**config.mk**
```make
export PLATFORM = sky130hd
export DESIGN_NAME = serial_adder_ctrl
export DESIGN_NICKNAME = d
export VERILOG_FILES = /design/src/rtl/serial_adder_pkg.sv /design/src/rtl/fullAdder_1b.sv /design/src/rtl/serial_adder_ctrl.sv
export SDC_FILE = /design/constraint.sdc
export NUM_CORES = 1
export LEC_CHECK = 0
export ABC_AREA = 1
export CAP_MARGIN = 20
export CORE_AREA = 8 8 67 69
export DETAILED_ROUTE_END_ITERATION = 10
export DIE_AREA = 0 0 75 77
export PLACE_DENSITY = 0.81
export REMOVE_ABC_BUFFERS = 1
export SLEW_MARGIN = 5
export SYNTH_ARGS = -nofsm -noshare
export SYNTH_HDL_FRONTEND = slang
export SYNTH_SLANG_ARGS = --single-unit
```
**constraint.sdc**
```tcl
create_clock -name clk -period 2.35 [get_ports clk]
set_input_delay 0.235 -clock clk [delete_from_list [all_inputs] [get_ports clk]]
set_output_delay 0.235 -clock clk [all_outputs]
set_load 0.1 [all_outputs]
```
**src/rtl/serial_adder_pkg.sv**
```systemverilog
// ---------------------------------------------------------------------------
// serial_adder_pkg
//
// Shared definitions for the bit-serial adder controller:
//   - SA_DEFAULT_WIDTH : default operand/result width in bits
//   - sa_state_e       : controller state encoding (IDLE/RUN/DONE);
//                        the spare code 2'd3 is never entered and is
//                        decoded as IDLE by the controller.
// ---------------------------------------------------------------------------
package serial_adder_pkg;

    localparam int SA_DEFAULT_WIDTH = 8;

    typedef enum logic [1:0] {
        ST_IDLE = 2'd0,
        ST_RUN  = 2'd1,
        ST_DONE = 2'd2
    } sa_state_e;

endpackage : serial_adder_pkg

```
**src/rtl/fullAdder_1b.sv**
```systemverilog
// ---------------------------------------------------------------------------
// fullAdder_1b
//
// Combinational 1-bit full-adder cell. This is the only arithmetic element
// of the bit-serial adder; it is time-multiplexed over all operand bits.
//
// Ports:
//   a, b  : input  1  addend bits
//   ci    : input  1  carry in
//   s     : output 1  sum bit      (a ^ b ^ ci)
//   co    : output 1  carry out    (majority of a, b, ci)
// ---------------------------------------------------------------------------
module fullAdder_1b (
    input  logic a,
    input  logic b,
    input  logic ci,
    output logic s,
    output logic co
);

    logic ab_x;

    assign ab_x = a ^ b;
    assign s    = ab_x ^ ci;
    assign co   = (a & b) | (ab_x & ci);

endmodule : fullAdder_1b

```
**src/rtl/serial_adder_ctrl.sv**
```systemverilog
// ---------------------------------------------------------------------------
// serial_adder_ctrl
//
// Bit-serial adder controller. Adds two WIDTH-bit operands plus a carry-in
// over WIDTH clock cycles, LSB first, using a single 1-bit full-adder cell
// and a running carry register. Provides a start/busy/done handshake and a
// registered result: {cout, sum} = a + b + cin (mod 2^(WIDTH+1)).
//
// Parameters:
//   WIDTH : operand/result width in bits (>= 2)
//
// Ports:
//   clk   : input  1      rising-edge clock
//   rst   : input  1      synchronous, active-high reset (wins over start)
//   start : input  1      request; only honoured in IDLE
//   a, b  : input  WIDTH  operands, latched on the accepting edge
//   cin   : input  1      carry-in, latched on the accepting edge
//   busy  : output 1      high while in RUN or DONE
//   done  : output 1      one-cycle pulse; sum/cout valid
//   sum   : output WIDTH  registered result, holds until the next DONE
//   cout  : output 1      registered carry-out, holds until the next DONE
//
// Timing: start sampled at E0, bits 0..WIDTH-1 processed at E1..E_WIDTH,
// done high after E_WIDTH, back in IDLE after E_WIDTH+1.
// ---------------------------------------------------------------------------
module serial_adder_ctrl
    import serial_adder_pkg::*;
#(
    parameter int WIDTH = SA_DEFAULT_WIDTH
) (
    input  logic             clk,
    input  logic             rst,
    input  logic             start,
    input  logic [WIDTH-1:0] a,
    input  logic [WIDTH-1:0] b,
    input  logic             cin,
    output logic             busy,
    output logic             done,
    output logic [WIDTH-1:0] sum,
    output logic             cout
);

    localparam int               CNT_W    = $clog2(WIDTH);
    localparam logic [CNT_W-1:0] LAST_BIT = CNT_W'(WIDTH - 1);
    localparam logic [CNT_W-1:0] CNT_ONE  = CNT_W'(1);

    // ------------------------------------------------------------------
    // State and datapath registers
    // ------------------------------------------------------------------
    sa_state_e        state_q,  state_d;
    logic [WIDTH-1:0] a_sh_q,   a_sh_d;
    logic [WIDTH-1:0] b_sh_q,   b_sh_d;
    logic [WIDTH-1:0] s_sh_q,   s_sh_d;
    logic             carry_q,  carry_d;
    logic [CNT_W-1:0] bitcnt_q, bitcnt_d;
    logic [WIDTH-1:0] sum_q,    sum_d;
    logic             cout_q,   cout_d;

    // Full-adder cell: always looks at the current LSBs and running carry.
    logic fa_s;
    logic fa_co;

    fullAdder_1b u_fa (
        .a  (a_sh_q[0]),
        .b  (b_sh_q[0]),
        .ci (carry_q),
        .s  (fa_s),
        .co (fa_co)
    );

    // Partial sum after this cycle's bit enters at the MSB. After WIDTH
    // shifts, bit 0 has travelled all the way down to position 0.
    logic [WIDTH-1:0] s_sh_next;
    assign s_sh_next = {fa_s, s_sh_q[WIDTH-1:1]};

    // ------------------------------------------------------------------
    // Next-state / datapath logic
    // ------------------------------------------------------------------
    always_comb begin
        // NOTE: every signal written here gets a default first, so no path
        // through the case leaves one unassigned and no latch is inferred.
        state_d  = state_q;
        a_sh_d   = a_sh_q;
        b_sh_d   = b_sh_q;
        s_sh_d   = s_sh_q;
        carry_d  = carry_q;
        bitcnt_d = bitcnt_q;
        sum_d    = sum_q;
        cout_d   = cout_q;

        case (state_q)
            ST_IDLE: begin
                if (start) begin
                    a_sh_d   = a;
                    b_sh_d   = b;
                    s_sh_d   = '0;
                    carry_d  = cin;
                    bitcnt_d = '0;
                    state_d  = ST_RUN;
                end
            end

            ST_RUN: begin
                a_sh_d   = a_sh_q >> 1;
                b_sh_d   = b_sh_q >> 1;
                s_sh_d   = s_sh_next;
                carry_d  = fa_co;
                bitcnt_d = bitcnt_q + CNT_ONE;
                if (bitcnt_q == LAST_BIT) begin
                    // Result registers are only touched here, so they hold
                    // the previous result for the whole of RUN.
                    sum_d    = s_sh_next;
                    cout_d   = fa_co;
                    // Explicit wrap keeps non-power-of-two widths in range.
                    bitcnt_d = '0;
                    state_d  = ST_DONE;
                end
            end

            ST_DONE: begin
                state_d = ST_IDLE;
            end

            // Spare encoding 2'd3: recover to IDLE.
            default: begin
                state_d = ST_IDLE;
            end
        endcase
    end

    // ------------------------------------------------------------------
    // Registers
    // ------------------------------------------------------------------
    // NOTE: non-blocking assignments so every flop samples the values from
    // before this edge; blocking here would make the order of statements
    // change the hardware.
    always_ff @(posedge clk) begin
        if (rst) begin
            state_q  <= ST_IDLE;
            a_sh_q   <= '0;
            b_sh_q   <= '0;
            s_sh_q   <= '0;
            carry_q  <= 1'b0;
            bitcnt_q <= '0;
            sum_q    <= '0;
            cout_q   <= 1'b0;
        end else begin
            state_q  <= state_d;
            a_sh_q   <= a_sh_d;
            b_sh_q   <= b_sh_d;
            s_sh_q   <= s_sh_d;
            carry_q  <= carry_d;
            bitcnt_q <= bitcnt_d;
            sum_q    <= sum_d;
            cout_q   <= cout_d;
        end
    end

    // ------------------------------------------------------------------
    // Outputs: decoded from registered state only, so there is no path
    // from any input to any output. Code 2'd3 decodes as IDLE (not busy).
    // ------------------------------------------------------------------
    assign busy = (state_q == ST_RUN) || (state_q == ST_DONE);
    assign done = (state_q == ST_DONE);
    assign sum  = sum_q;
    assign cout = cout_q;

endmodule : serial_adder_ctrl

```
; Yosys cells after proc, flatten, opt, wreduce, memory -nomap -nowiden
; Cells that the tools add are included.
[totals]
output_inout_bits = 11
input_bits = 20
elab_cells = 39
reg_bits = 39
[classes]
n_addsub = 1
eq_ne = 5
reduce_logical = 6
n_bitwise = 5
muxes = 14
[ops]
columns = op, n
row1 = 8-bit case mux with 2 select lines, 3
row2 = 8-bit 2-to-1 mux, 3
row3 = 3-bit 2-to-1 mux, 2
row4 = 3-bit case mux with 2 select lines, 1
row5 = 2-bit AND reduction, 3
row6 = 2-bit 2-to-1 mux, 2
row7 = 2-bit != test (second input constant), 2
row8 = 2-bit case mux with 2 select lines, 1
row9 = 3-bit by 1-bit adder with 3-bit output (second input constant), 1
row10 = 3-bit equality test (second input constant), 1
row11 = 1-bit AND, 2
row12 = 2-bit by 1-bit equality test with 1-bit output (second input constant), 1
row13 = 2-bit equality test (second input constant), 1
row14 = 2-bit zero test, 1
row15 = 1-bit case mux with 2 select lines, 1
row16 = 2-bit nonzero test, 1
row17 = 1-bit XOR, 2
row18 = 1-bit logical OR, 1
row19 = 1-bit 2-to-1 mux, 1
row20 = 1-bit OR, 1

; Depth between registers and ports, before layout
[logic_depth]
word_depth = 4
mapped_depth = 10
ltp_nobuf = 7

; By module
; From an unflattened synthesis, not the netlist that was laid out.
[unflattened]
hier_cells = 260
area_unflattened_um2 = 1855.5
[by_module_without_submodules]
columns = mod, area_per_inst_um2, cells_per_inst, seq_area_each_um2, n_inst
row1 = serial_adder_ctrl, 1835.5, 259, 760.7, 1
row2 = fullAdder_1b, 20.0, 1, 0.0, 1

; Least setup slack after synthesis
; OpenSTA, ideal clock, no wires.
[synth_timing]
path_type = flip-flop to output port
startpoint = register state_q[0]
endpoint = output port busy
required_ns = 2.115
arrival_time_ns = 1.254
slack_ns = 0.861
stages_incl_launch_ff = 3
n_path_buf = 0
cell_sequence = dfxtp_1 > inv_1 > ha_1
[synth_via]
elab_chain_len = 2
word_cells_on_any_way = 3
cone_classes = 2 x eq/ne / 1 x reduce/logical
[synth_rtl]
columns = element, line
row1 = from (decl), serial_adder_ctrl.sv:50  ; sa_state_e state_q, state_d;
row2 = from (signal assigned), serial_adder_ctrl.sv:148  ; state_q <= state_d;
row3 = 2-bit by 1-bit equality test with 1-bit output / 2-bit equality test (equally long branches), serial_adder_ctrl.sv:163  ; assign busy = (state_q == ST_RUN) || (state_q == ST_DONE);
row4 = 1-bit logical OR (*), serial_adder_ctrl.sv:163
row5 = to (decl), serial_adder_ctrl.sv:37  ; output logic busy,
; Mark *: on every way between the ends. The rest lies on a longest branch, timed or not.

; Worst setup path after layout
[layout_timing]
startpoint = register state_q[1]
endpoint = register bitcnt_q[0]
[layout_via]
elab_chain_len = 3
word_cells_on_any_way = 6
cone_classes = 2 x eq/ne / 1 x mux / 3 x reduce/logical
[layout_rtl]
columns = element, line
row1 = 2-bit by 1-bit equality test with 1-bit output / 2-bit zero test (equally long branches), serial_adder_ctrl.sv:91  ; case (state_q)
row2 = 2-bit nonzero test (no source line) / 2-bit != test (equally long branches), --
row3 = 2-bit AND reduction (no source line), --
row4 = to (signal assigned), serial_adder_ctrl.sv:153  ; bitcnt_q <= bitcnt_d;
row5 = to (decl), serial_adder_ctrl.sv:55  ; logic [CNT_W-1:0] bitcnt_q, bitcnt_d;
; Parallel ways exist; a longest one is shown, timed or not.
; A chain may end at the register's enable or synchronous reset.

==> flow_summary.ini <==
[outcome]
outcome = finished clean

[route]
routed_wl_um = 3640
avgRoutedWirePerCell_um = 10.9
drtPass1Iterations = 4
route.detailed.drc = 0
ant_nets = 0
drtIter0Drc = 125
viasPerCell = 4.83
vias = 1617

[cts]
postCtsSetupBuffers = 0
clock_latency_ns = 0.35
clk_pin_slew_ns = 0.11
clk_path_buf_depth = 2
root_buffer = clkbuf_4
cts_resized = 0
cts_tree = done
ctsHtreeMaxLevel = 2
cts_buffers = 5
postCtsHoldBufs = 0
cts_sinks = 38

[power_and_ir_drop]
clockPowerShare_pct = 14.7
intPower_mw = 1.33
powerDensity_nw_per_um2 = 1130
ir_drop_uv = 1020
p_seq_share_pct = 36.0
p_comb_share_pct = 49.2
p_sw_share_pct = 44.9
power.total_mw = 2.42
power.leakage_nw = 0.968
switching_power_mw = 1.09

[final_layout]
areaGrowthSynthToFinish_pct = 16.5
finalNetCount = 313
fill_cells = 348
stdcell_count = 335
num_antenna_cells = 0
drive_gt1_share_pct = 10.1

[worst_setup_path]
critical_path.max_fanout = 27
critPathLaunchType = register
crit_arrival_ns = 2.27
cp.required_ns = 2.65
endpoint_kind = register
critPathKind = register to register

[job]
maxCapViolCount = 0

[timing]
drv_slew = 0
finalClockSkew_ns = 0.0104
rsz0062_at_grt = false
tightest_slew_ns = 0.653
slew_headroom_pct = 56.5
setup_viol = 0
finalCriticalPeriod_ns = 1.97
fin_ws_ns = 0.380
fin_crit_sh_pct = 83.8
hold_violations = 0
fmax_ghz = 0.507
setup-tns-final_ns = 0

[placement]
dpl_worst_slack_ns = 0.403
io_buffers = 30
gp_congestion = 0.755
place_inst = 327
place_hpwl_um = 2430

[yosys]
syn-instance-count = 261
synthAdderAreaFrac_pct = 5.16
synth.cell_area_um2 = 1840
synth.mux.area_fraction_pct = 0
avgSynthCellArea_um2 = 7.06
yosysUniqueCellTypes = 19
yosysWarningCount = 0
yosysSeqAreaShare_pct = 41.3
synthSimpleGateAreaFrac_pct = 32.0
synth_xor_area_share_pct = 0
synth_top_family_by_area = simple AND/OR/NAND/NOR gates
ys_ff_latch = 38
synth_compound_area_share_pct = 10.0

[floorplan]
core_region_area_um2 = 3500
die_h_um = 77
fp-row-count = 22
start_util_pct = 52.7
ios = 31
die_area_um2 = 5780
die_x_um = 75

[global_routing]
antenna_found_initial = 0
grtUsageTotal_pct = 13.5
grt_pass1_wl_um = 6260
grt_max_degree = 28
grt_pass1_vias = 1469
overflow = 0

[worst_hold_path]
hp-class = register to register
## Yosys cell counts (all sizes together)
| cell type | count | area [um2] |
|---|---|---|
| dfxtp | 38 | 761 |
| nand2 | 45 | 176 |
| fa | 1 | 20.0 |
| o21ai | 23 | 130 |
| ha | 6 | 75.1 |
| inv | 25 | 96.4 |
| nor2 | 59 | 221 |
| clkinv | 1 | 3.75 |
| nand3 | 34 | 170 |
| buf | 15 | 111 |
| a21oi | 11 | 55.1 |
| nand3b | 3 | 22.5 |
## power groups by stage
stage	Combinational [mW]	Clock [mW]	Sequential [mW]
after floorplan	0.944	0	0.875
after global placement	1.17	0	0.884
after global routing	1.36	0.388	0.884
after detailed placement	1.19	0	0.888
final	1.19	0.356	0.871
after CTS	1.20	0.365	0.873
## state kept, by name, summed over array words and instances, names as in the netlist
register / flops
a_sh_q: 8
bitcnt_q: 3
cout: 1
carry_q: 1
s_sh_q: 7
state_q: 2
sum: 8
b_sh_q: 8
## layer usage
metal,global-route usage (%),vias up,wire length (um)
li1,-,872,-
met5,0,-,0
met3,4.03,6,190
met2,20.6,32,1650
met4,7.45,0,78
met1,16.1,707,1720
## area by class of cell
class / instances / area (um2) / share of cell area [%]
clock buffers: 7 / 55.1 / 2.56
clock inverters: 1 / 5.00 / 0.233
inverters: 26 / 100 / 4.66
multi-input cells: 182 / 871 / 40.6
flip-flops and latches: 38 / 761 / 35.4
well taps: 48 / 60.1 / 2.80
repair buffers: 33 / 295 / 13.8
## worst max-delay path, cell delays in order, from the launching register on
cell and delay (ns):
dfxtp_1 0.34, inv_1 0.10, ha_1 0.58, nand2_2 0.47, nand3b_1 0.25, nand2_1 0.08, nor2_1 0.10
## logic make-up (layout without fill, tap and decap cells)
family	Yosys count	count (layout)
AND/OR/NAND/NOR	141	141
flip-flops	38	38
AO/OA/AOI/OAI	34	34
buffers and inverters	41	67
adder cells (fa/ha/maj)	7	7
## path summary, 6_finish.rpt
| path | from | to | slack, ns | depth (start not counted) |
|---|---|---|---|---|
| hold / removal | sum[3] | sum[3] | 0.49 | 2 |
| setup / recovery | state_q[1] | bitcnt_q[0] | 0.38 | 6 |
| hold reg to reg | sum[3] | sum[3] | 0.49 | 2 |
| setup reg to reg | state_q[1] | bitcnt_q[0] | 0.38 | 6 |
## cells in the final DEF (no fill, tap or decap)
| master | instances |
|---|---|
| inv_1 | 24 |
| clkbuf_4 | 5 |
| fa_1 | 1 |
| o21ai_0 | 13 |
| dfxtp_1 | 38 |
| a21oi_1 | 11 |
| o21ai_1 | 6 |
| ha_1 | 6 |
| clkdlybuf4s50_1 | 19 |
| o21ai_2 | 4 |
| clkbuf_8 | 1 |
| nand2_1 | 42 |
| nand3_1 | 34 |
| buf_4 | 14 |
| nand3b_1 | 3 |
| nor2_1 | 59 |
| clkinv_1 | 1 |
| clkinv_2 | 1 |
| clkbuf_1 | 1 |
| nand2_2 | 3 |
| inv_4 | 1 |
## through the flow
stage          utilization [%]  hold WS (ns)  area (um2)
6_report                  61.4         0.492        2150
3_3_place_gp              59.7         0.464        2090
4_1_cts                   61.4         0.494        2150
3_5_place_dp              59.7         0.475        2090
5_1_grt                   61.4         0.517        2150
2_1_floorplan                -         0.304        1730
Note: power is estimated with default switching activity, not from simulation.
